## config.mk

```make
export PLATFORM = sky130hd
export DESIGN_NAME = layer_sequencer
export DESIGN_NICKNAME = d
export VERILOG_FILES = /design/src/rtl/cnn_ctrl_pkg.sv /design/src/rtl/layer_watchdog.sv /design/src/rtl/layer_sequencer.sv
export SDC_FILE = /design/constraint.sdc
export NUM_CORES = 1
export LEC_CHECK = 0
export ABC_AREA = 0
export BUFFER_PORTS_ARGS = -buffer_cell sky130_fd_sc_hd__clkbuf_2
export CAP_MARGIN = 20
export CORE_MARGIN = 10
export CORE_UTILIZATION = 60
export CTS_BUF_LIST = sky130_fd_sc_hd__clkbuf_16
export CTS_CLUSTER_SIZE = 12
export DETAILED_ROUTE_END_ITERATION = 10
export HOLD_SLACK_MARGIN = 0.05
export PLACE_DENSITY_LB_ADDON = 0.25
export SLEW_MARGIN = 20
export SYNTH_ARGS = -nofsm -noshare
export SYNTH_HDL_FRONTEND = slang
export SYNTH_SLANG_ARGS = --single-unit
```

## constraint.sdc

```tcl
create_clock -name clk -period 5.1 [get_ports clk]
set_input_delay 0.255 -clock clk [delete_from_list [all_inputs] [get_ports clk]]
set_output_delay 0.255 -clock clk [all_outputs]
set_load 0.03 [all_outputs]
```

## src/rtl/cnn_ctrl_pkg.sv

```systemverilog
// Shared types and defaults for the CNN layer control path: sequencer states,
// layer/timeout defaults and the saturating counter helper.
package cnn_ctrl_pkg;

    typedef enum logic [2:0] {
        ST_IDLE,
        ST_WAIT_CFG,
        ST_LAUNCH,
        ST_RUN,
        ST_DONE
    } seq_state_t;

    localparam int DEF_N_LAYERS = 4;
    localparam int DEF_TIMEOUT  = 4096;
    localparam int DROP_W       = 8;

    function automatic logic [DROP_W-1:0] sat_inc(input logic [DROP_W-1:0] value);
        return (value == '1) ? value : value + 1'b1;
    endfunction

endpackage

```

## src/rtl/layer_watchdog.sv

```systemverilog
// Per-layer watchdog: counts enabled cycles while a layer runs and flags the
// cycle in which the count reaches TIMEOUT.
module layer_watchdog
    import cnn_ctrl_pkg::*;
#(
    parameter int TIMEOUT = DEF_TIMEOUT
) (
    input  logic clk,
    input  logic rst_n,
    input  logic clear,
    input  logic enable,
    output logic expired
);

    localparam int CNT_W = $clog2(TIMEOUT + 1);

    logic [CNT_W-1:0] count;

    always_ff @(posedge clk or negedge rst_n) begin
        if (!rst_n) begin
            count <= '0;
        end else if (clear) begin
            count <= '0;
        end else if (enable && (count != CNT_W'(TIMEOUT))) begin
            count <= count + 1'b1;
        end
    end

    // High during the TIMEOUT-th enabled cycle, so a layer gets exactly TIMEOUT run cycles.
    assign expired = enable && (count == CNT_W'(TIMEOUT - 1));

endmodule

```

## src/rtl/layer_sequencer.sv

```systemverilog
// Frame-level sequencer: walks the chained layer iterators in order, waiting for
// each layer's configuration, launching it and supervising it with a watchdog.
module layer_sequencer
    import cnn_ctrl_pkg::*;
#(
    parameter int N_LAYERS = DEF_N_LAYERS,
    parameter int TIMEOUT  = DEF_TIMEOUT
) (
    input  logic                        clk,
    input  logic                        rst_n,
    input  logic                        clk_en,
    input  logic                        frame_start,
    input  logic [N_LAYERS-1:0]         layer_cfg_ready,
    input  logic [N_LAYERS-1:0]         layer_ready,
    output logic [N_LAYERS-1:0]         layer_going,
    output logic [$clog2(N_LAYERS)-1:0] cur_layer,
    output logic                        busy,
    output logic                        frame_done,
    input  logic                        err_clr,
    output logic                        timeout_err,
    output logic [DROP_W-1:0]           frames_dropped
);

    localparam int            LW   = $clog2(N_LAYERS);
    localparam logic [LW-1:0] LAST = LW'(N_LAYERS - 1);

    seq_state_t state;
    logic       wd_clear;
    logic       wd_enable;
    logic       wd_expired;

    assign wd_clear  = clk_en && (state == ST_LAUNCH);
    assign wd_enable = clk_en && (state == ST_RUN);

    layer_watchdog #(
        .TIMEOUT (TIMEOUT)
    ) u_watchdog (
        .clk     (clk),
        .rst_n   (rst_n),
        .clear   (wd_clear),
        .enable  (wd_enable),
        .expired (wd_expired)
    );

    always_ff @(posedge clk or negedge rst_n) begin
        if (!rst_n) begin
            state          <= ST_IDLE;
            layer_going    <= '0;
            cur_layer      <= '0;
            busy           <= 1'b0;
            frame_done     <= 1'b0;
            timeout_err    <= 1'b0;
            frames_dropped <= '0;
        end else if (clk_en) begin
            layer_going <= '0;
            frame_done  <= 1'b0;

            // Clear first so that a timeout in the same cycle overrides it.
            if (err_clr) begin
                timeout_err <= 1'b0;
            end

            if (frame_start && (state != ST_IDLE)) begin
                frames_dropped <= sat_inc(frames_dropped);
            end

            case (state)
                ST_IDLE: begin
                    if (frame_start) begin
                        state     <= ST_WAIT_CFG;
                        cur_layer <= '0;
                        busy      <= 1'b1;
                    end
                end

                ST_WAIT_CFG: begin
                    if (layer_cfg_ready[cur_layer]) begin
                        state       <= ST_LAUNCH;
                        layer_going <= N_LAYERS'(1) << cur_layer;
                    end
                end

                ST_LAUNCH: begin
                    state <= ST_RUN;
                end

                ST_RUN: begin
                    // Completion is tested before expiry so it wins a tie.
                    if (layer_ready[cur_layer]) begin
                        if (cur_layer == LAST) begin
                            state      <= ST_DONE;
                            frame_done <= 1'b1;
                        end else begin
                            state     <= ST_WAIT_CFG;
                            cur_layer <= cur_layer + 1'b1;
                        end
                    end else if (wd_expired) begin
                        state       <= ST_IDLE;
                        busy        <= 1'b0;
                        timeout_err <= 1'b1;
                    end
                end

                ST_DONE: begin
                    state <= ST_IDLE;
                    busy  <= 1'b0;
                end

                default: begin
                    state <= ST_IDLE;
                    busy  <= 1'b0;
                end
            endcase
        end
    end

endmodule

```

# [Word level (Yosys, flattened, before mapping)]
# Cells that the tools add are included.
[totals] register_bits=33 out_inout_bits=17 mem_bits_ro=0 latchBits=0 memories=0 ram_bits=0
[op_classes] order_cmp=1 div=0 n_reduce_logical=14 n_addsub=3 bitwise_logic=2 shift=1 n_mul=0 eq_ne=14 n_mux=29
[op_table] cell="$mux 13" n=2
[op_table] cell="$mux 3" n=5
[op_table] cell="$add 13x1->13 const B" n=1
[op_table] cell="$eq 13x12->1 const B" n=1
[op_table] cell="$ne 13x13->1 const B" n=1
[op_table] cell="$mux 1" n=12
[op_table] cell="$pmux 3 s4" n=1
[op_table] cell="$reduce_and 5->1" n=2
[op_table] cell="$add 8x1->8 const B" n=1
[op_table] cell="$eq 8x8->1 const B" n=1
[op_table] cell="$mux 4" n=2
[op_table] cell="$ne 2x2->1 const B" n=4
[op_table] cell="$eq 3x2->1 const B" n=2
[op_table] cell="$mux 2" n=3
[op_table] cell="$logic_and 1x1->1" n=5
[op_table] cell="$bmux 1 s2" n=2
[op_table] cell="$ne 2x1->1 const B" n=2
[op_table] cell="$pmux 2 s2" n=1
[op_table] cell="$reduce_and 4->1" n=1
[op_table] cell="$reduce_bool 2->1" n=2
[op_table] cell="$shl 1x2->4 const A" n=1
[op_table] cell="$eq 3x1->1 const B" n=1
[op_table] cell="$logic_not 3->1" n=1
[op_table] cell="$lt 2x3->1 const B" n=1
[op_table] cell="8 further kinds" n=9

# [Longest topological paths before layout]
[depth] word_depth=6 ltp_mapped=6

# [Modules after synthesis]
# From an unflattened synthesis, not the netlist that was laid out.
[hier_totals] hier_cells=178 hier_area_um2=1854.3
[modules_own_cells] module="layer_sequencer" cells_each=95 instances=1 area_each_um2=1067.3
[modules_own_cells] module="layer_watchdog" cells_each=83 instances=1 area_each_um2=787.0

# [Worst setup path before layout]
# No wires, ideal clock.
[synth_path] path_type="register to register" from="reg cur_layer[0]" to="reg cur_layer[1]" slack_ns=3.317 path_buffers=0 arrival_time_ns=1.658 stages_incl_launch_ff=4 t_required_ns=4.975 cell_sequence="dfrtp_1 -> mux4_2 -> nand3b_1 -> mux2_2"
[synth_via] elab_chain_len=4 elab_cells_between_ends=10 classes_between="1 x add/sub; 3 x eq/ne; 5 x mux; 1 x reduce/logical"
[synth_rtl] item="from (decl)" line_no="layer_sequencer.sv:16" text="output logic [$clog2(N_LAYERS)-1:0] cur_layer,"
[synth_rtl] item="from (signal assigned)" line_no="layer_sequencer.sv:95" text="cur_layer <= cur_layer + 1'b1;"
[synth_rtl] item="$add 2x1->2 or $bmux 1 s2 (tied branches)" line_no="layer_sequencer.sv:95, layer_sequencer.sv:89"
[synth_rtl] item="$mux 2 or $mux 1 (tied branches)" line_no="layer_sequencer.sv:90, layer_sequencer.sv:89"
[synth_rtl] item="$mux 2 or $ne 2x1->1 (tied branches)"
[synth_rtl] item="$pmux 2 s2 or $reduce_and 5->1 (tied branches)"
# Parallel ways exist; a longest one is shown, timed or not. The select of a mux whose other input is x is not followed.
# A chain may end at the register's enable or synchronous reset.

# [Worst setup path in the final report]
[layout_path] from="reg state[0]" to="reg state[1]"
[layout_via] elab_chain_len=5 elab_cells_between_ends=11 classes_between="6 x eq/ne; 1 x mux; 4 x reduce/logical"
[layout_rtl] item="from (decl)" line_no="layer_sequencer.sv:27" text="seq_state_t state;"
[layout_rtl] item="from (signal assigned)" line_no="layer_sequencer.sv:47" text="state <= ST_IDLE;"
[layout_rtl] item="from (signal assigned)" line_no="layer_sequencer.sv:70" text="state <= ST_WAIT_CFG;"
[layout_rtl] item="from (signal assigned)" line_no="layer_sequencer.sv:78" text="state <= ST_LAUNCH;"
[layout_rtl] item="$eq 3x2->1" line_no="layer_sequencer.sv:33, layer_sequencer.sv:67"
[layout_rtl] item="$logic_and 1x1->1" line_no="layer_sequencer.sv:33" text="assign wd_enable = clk_en && (state == ST_RUN);"
[layout_rtl] item="$logic_and 1x1->1" line_no="layer_watchdog.sv:30" text="assign expired = enable && (count == CNT_W'(TIMEOUT - 1));"
[layout_rtl] item="$ne 3x1->1 (no line)"
[layout_rtl] item="$reduce_and 4->1 (no line)"
# Parallel ways exist; a longest one is shown, timed or not.

==> impl_metrics.csv <==
group,metric,value,unit
power,p_switching,439.4,uW
clock_network,clk_pin_slew,0.05,ns
sta,holdWs,0.06783,ns
power,ir_drop,361.4,uV
floorplan,die_w,75.52,um
sta,final_max_slew_viol_count,0,
clock_network,clockBufferDepth,2,
layout,area_growth,15.90,%
synthesis,synth_fp_nets,193,
synthesis,syn_area,0.001849,sq mm
synthesis,netlist_instances,173,
sta,tns,0,ns
placed_design,dpl.cell_count,230,
critical_path,slowest_delay,0.56,ns
power,power.share.clock,0.244,
clock_network,cts_hold_buf,0,
floorplan,initial_core_util,0.6158,
synthesis,ys_top_cells_by_area,"dfrtp_1 45%, ha_1 4.7%, xnor2_1 4.3%",
global_routing,grt_pass1_wl,7162,um
placed_design,placed_area,0.002011,sq mm
synthesis,synth_area_per_cell,10.69,sq um
global_routing,grt_util_all_layers,0.1635,
critical_path,worstSetupEndpointType,"flop",
sta,rsz0062_at_grt,"no",
sta,fmax,537.4,MHz
power,p_leak,0.001002,uW
clock_network,cts.htree.levels,2,
synthesis,synth_cell_types,46,
critical_path,arrival,2.01,ns
power,power.density,513.6,mW/mm^2
synthesis,yosysSeqAreaShare,0.4465,
status,status,"complete, no violations",
placed_design,io_buffer_count,29,
synthesis,synth.largest_area_cell,"dfrtp_1",
layout,finish.instance_area,0.002143,sq mm
power,swShare,0.3992,
sta,relSlewSlack,0.4563,
critical_path,crit_path_cell_trace,"nand4b_4 -> nor4_4 -> nor2_1 -> a221o_1",
sta,period_minus_slack,1.861,ns
sta,skew,0.002230,ns
power,p_int,661.4,uW
sta,final_hold_viol_count,0,
global_routing,antenna_found_initial,0,
floorplan,rows,20,
synthesis,synth_top_area_frac,0.4465,
layout,antenna_cells,0,
hold_path,min_path_type,"in2async",
routing,wl_per_cell,16.99,um
placed_design,place_congestion,0.9326,
global_routing,grt_pass1_vias,1491,
clock_network,cts.sinks,33,
clock_network,ctsRootBufferMaster,"clkbuf_16",
routing,maxUsedRoutingLayer,"met4",
synthesis,yosys_warnings,0,
placed_design,dpl_worst_slack,3.274,ns
power,power.share.sequential,0.386,
routing,wl,4027,um
synthesis,synth_flop_cell,"dfrtp_1",
clock_network,post_cts_buffers,0,
layout,final_cells,237,
routing,dr_wl_met3,201,um
routing,drtAntennaViolNets,0,
synthesis,ys_async_sr_fraction,1.000,
floorplan,ios,30,
routing,vias_per_cell,6.148,
critical_path,crit_fanout,12,
floorplan,coreArea,0.003003,sq mm
placed_design,post-dp-hpwl,2991,um
power,comb_power_share,0.370,
routing,drtIter0Drc,124,
routing,drt_pass1_iterations,4,
critical_path,rr_worst_depth,4,
sta,tightest_slew,0.8155,ns
floorplan,fp.dieH,75.52,um
routing,wl_met2,2122,um
global_routing,grt_max_degree,34,
run,maxCapViolCount,0,
clock_network,cts.repair.resized,0,
routing,num_vias,1457,
critical_path,critPathRequiredTime,5.25,ns
critical_path,path_class,"reg2reg",
critical_path,r2r_end,"state[1]$_DFFE_PN0P_",
synthesis,synth_edf_count,0,
routing,wl_met1,1635,um
floorplan,die_area,0.005703,sq mm
clock_network,cts-buffers-inserted,5,
synthesis,ys_ff_latch,33,
clock_network,cts_tree,"done",
critical_path,cp-start-kind,"flop",
clock_network,clk_latency,0.27,ns
global_routing,gr-total-overflow,0,
sta,layout_setup_ws,3.239,ns
critical_path,r2r_start,"state[0]$_DFFE_PN0P_",
critical_path,r2r_setup_slack,3.24,ns
sta,final-setup-viol-count,0,
critical_path,crit_slowest_cell,"dfrtp_1",
layout,drive_above_1_share,0.2255,
routing,route.detailed.drc,0,
sta,fin_crit_sh,0.3649,
layout,finalNetCount,224,
==> worst max-delay path: cells and delay by family (launching register included) <==
family           cells  cell delay, ns
AO/OA/AOI/OAI        1            0.36
flip-flops           1            0.56
AND/OR/NAND/NOR      3            0.82
==> logic make-up (layout without fill, tap and decap cells) <==
group                    count (synthesis)  in the layout  synth area share
buffers and inverters                   17             48           0.03789
XOR/XNOR                                14             14           0.06631
multiplexers                             7              7           0.05345
AND/OR/NAND/NOR                         63             63            0.2219
adder cells (fa/ha/maj)                  7              7           0.04736
AO/OA/AOI/OAI                           32             32            0.1265
flip-flops                              33             33            0.4465
==> layout by cell type (no fill, tap or decap), drive strengths merged, types with 2 or more instances in the layout <==
| master | n |
|---|---|
| mux4 | 2 |
| ha | 7 |
| nand4 | 6 |
| o21ai | 6 |
| nor4 | 5 |
| nand3b | 2 |
| xor2 | 5 |
| a221o | 2 |
| nand2 | 12 |
| a31oi | 3 |
| nor3 | 7 |
| clkbuf | 34 |
| dfrtp | 33 |
| mux2i | 2 |
| nor4b | 3 |
| nor2 | 10 |
| inv | 13 |
| nand4b | 2 |
| o31ai | 2 |
| or3 | 2 |
| and4 | 2 |
| nand2b | 2 |
| a22o | 5 |
| a21oi | 5 |
| nand3 | 7 |
| mux2 | 3 |
| xnor2 | 9 |
==> Yosys cell counts (all sizes together), types with 3 or more instances <==
library cell	instances
nor4	5
dfrtp	33
nand3	7
ha	7
a31oi	3
inv	12
nand4	6
nor3	7
xor2	5
nand2	12
a22o	5
mux2	3
xnor2	9
a21oi	5
nor4b	3
buf	3
o21ai	6
nor2	10
==> flip-flops by register name, indices dropped and copies added (netlist names) <==
| register | count |
|---|---|
| frame_done | 1 |
| cur_layer | 2 |
| frames_dropped | 8 |
| state | 3 |
| layer_going | 4 |
| u_watchdog.count | 13 |
| timeout_err | 1 |
| busy | 1 |
==> how the worst max path moves through the flow <==
stage,from,end,cells past startpoint
floorplan,cur_layer[0]$_DFFE_PN0P_,cur_layer[1]$_DFFE_PN0P_,3
global placement,state[0]$_DFFE_PN0P_,frames_dropped[1]$_DFFE_PN0P_,3
detailed placement,state[0]$_DFFE_PN0P_,state[1]$_DFFE_PN0P_,4
CTS,state[0]$_DFFE_PN0P_,state[1]$_DFFE_PN0P_,4
global route,state[0]$_DFFE_PN0P_,state[1]$_DFFE_PN0P_,4
finish,state[0]$_DFFE_PN0P_,state[1]$_DFFE_PN0P_,4
==> per-layer routing <==
layer / vias to the layer above / track usage
met4: 0 / 0.05979
li1: 701 / -
met3: 8 / 0.05078
met2: 40 / 0.2776
met5: - / 0
met1: 708 / 0.1892
==> final cells by class <==
cell class                      instances  area (sq um)
Fill cell                             223         859.6
Clock inverter                          2         7.507
Timing Repair Buffer                   29         145.1
Clock buffer                            5         125.1
Tap cell                               33         41.29
Sequential cell                        33         825.8
Multi-Input combinational cell        123         953.4
Inverter                               12         45.04
==> through the flow <==
stage	total power, uW	utilization
5_1_grt	1184	0.7138
6_report	1101	0.7138
3_3_place_gp	816.0	0.6696
2_1_floorplan	728.2	-
3_5_place_dp	837.6	0.6696
4_1_cts	1112	0.7138
==> power by group through the flow <==
stage	logic [uW]	registers, uW	clock network [uW]
finish	407	425	268
detailed placement	409	428	0
global route	452	440	292
CTS	414	424	274
floorplan	255	473	0
global placement	398	418	0
No activity file was read; power rests on OpenSTA's default activity.
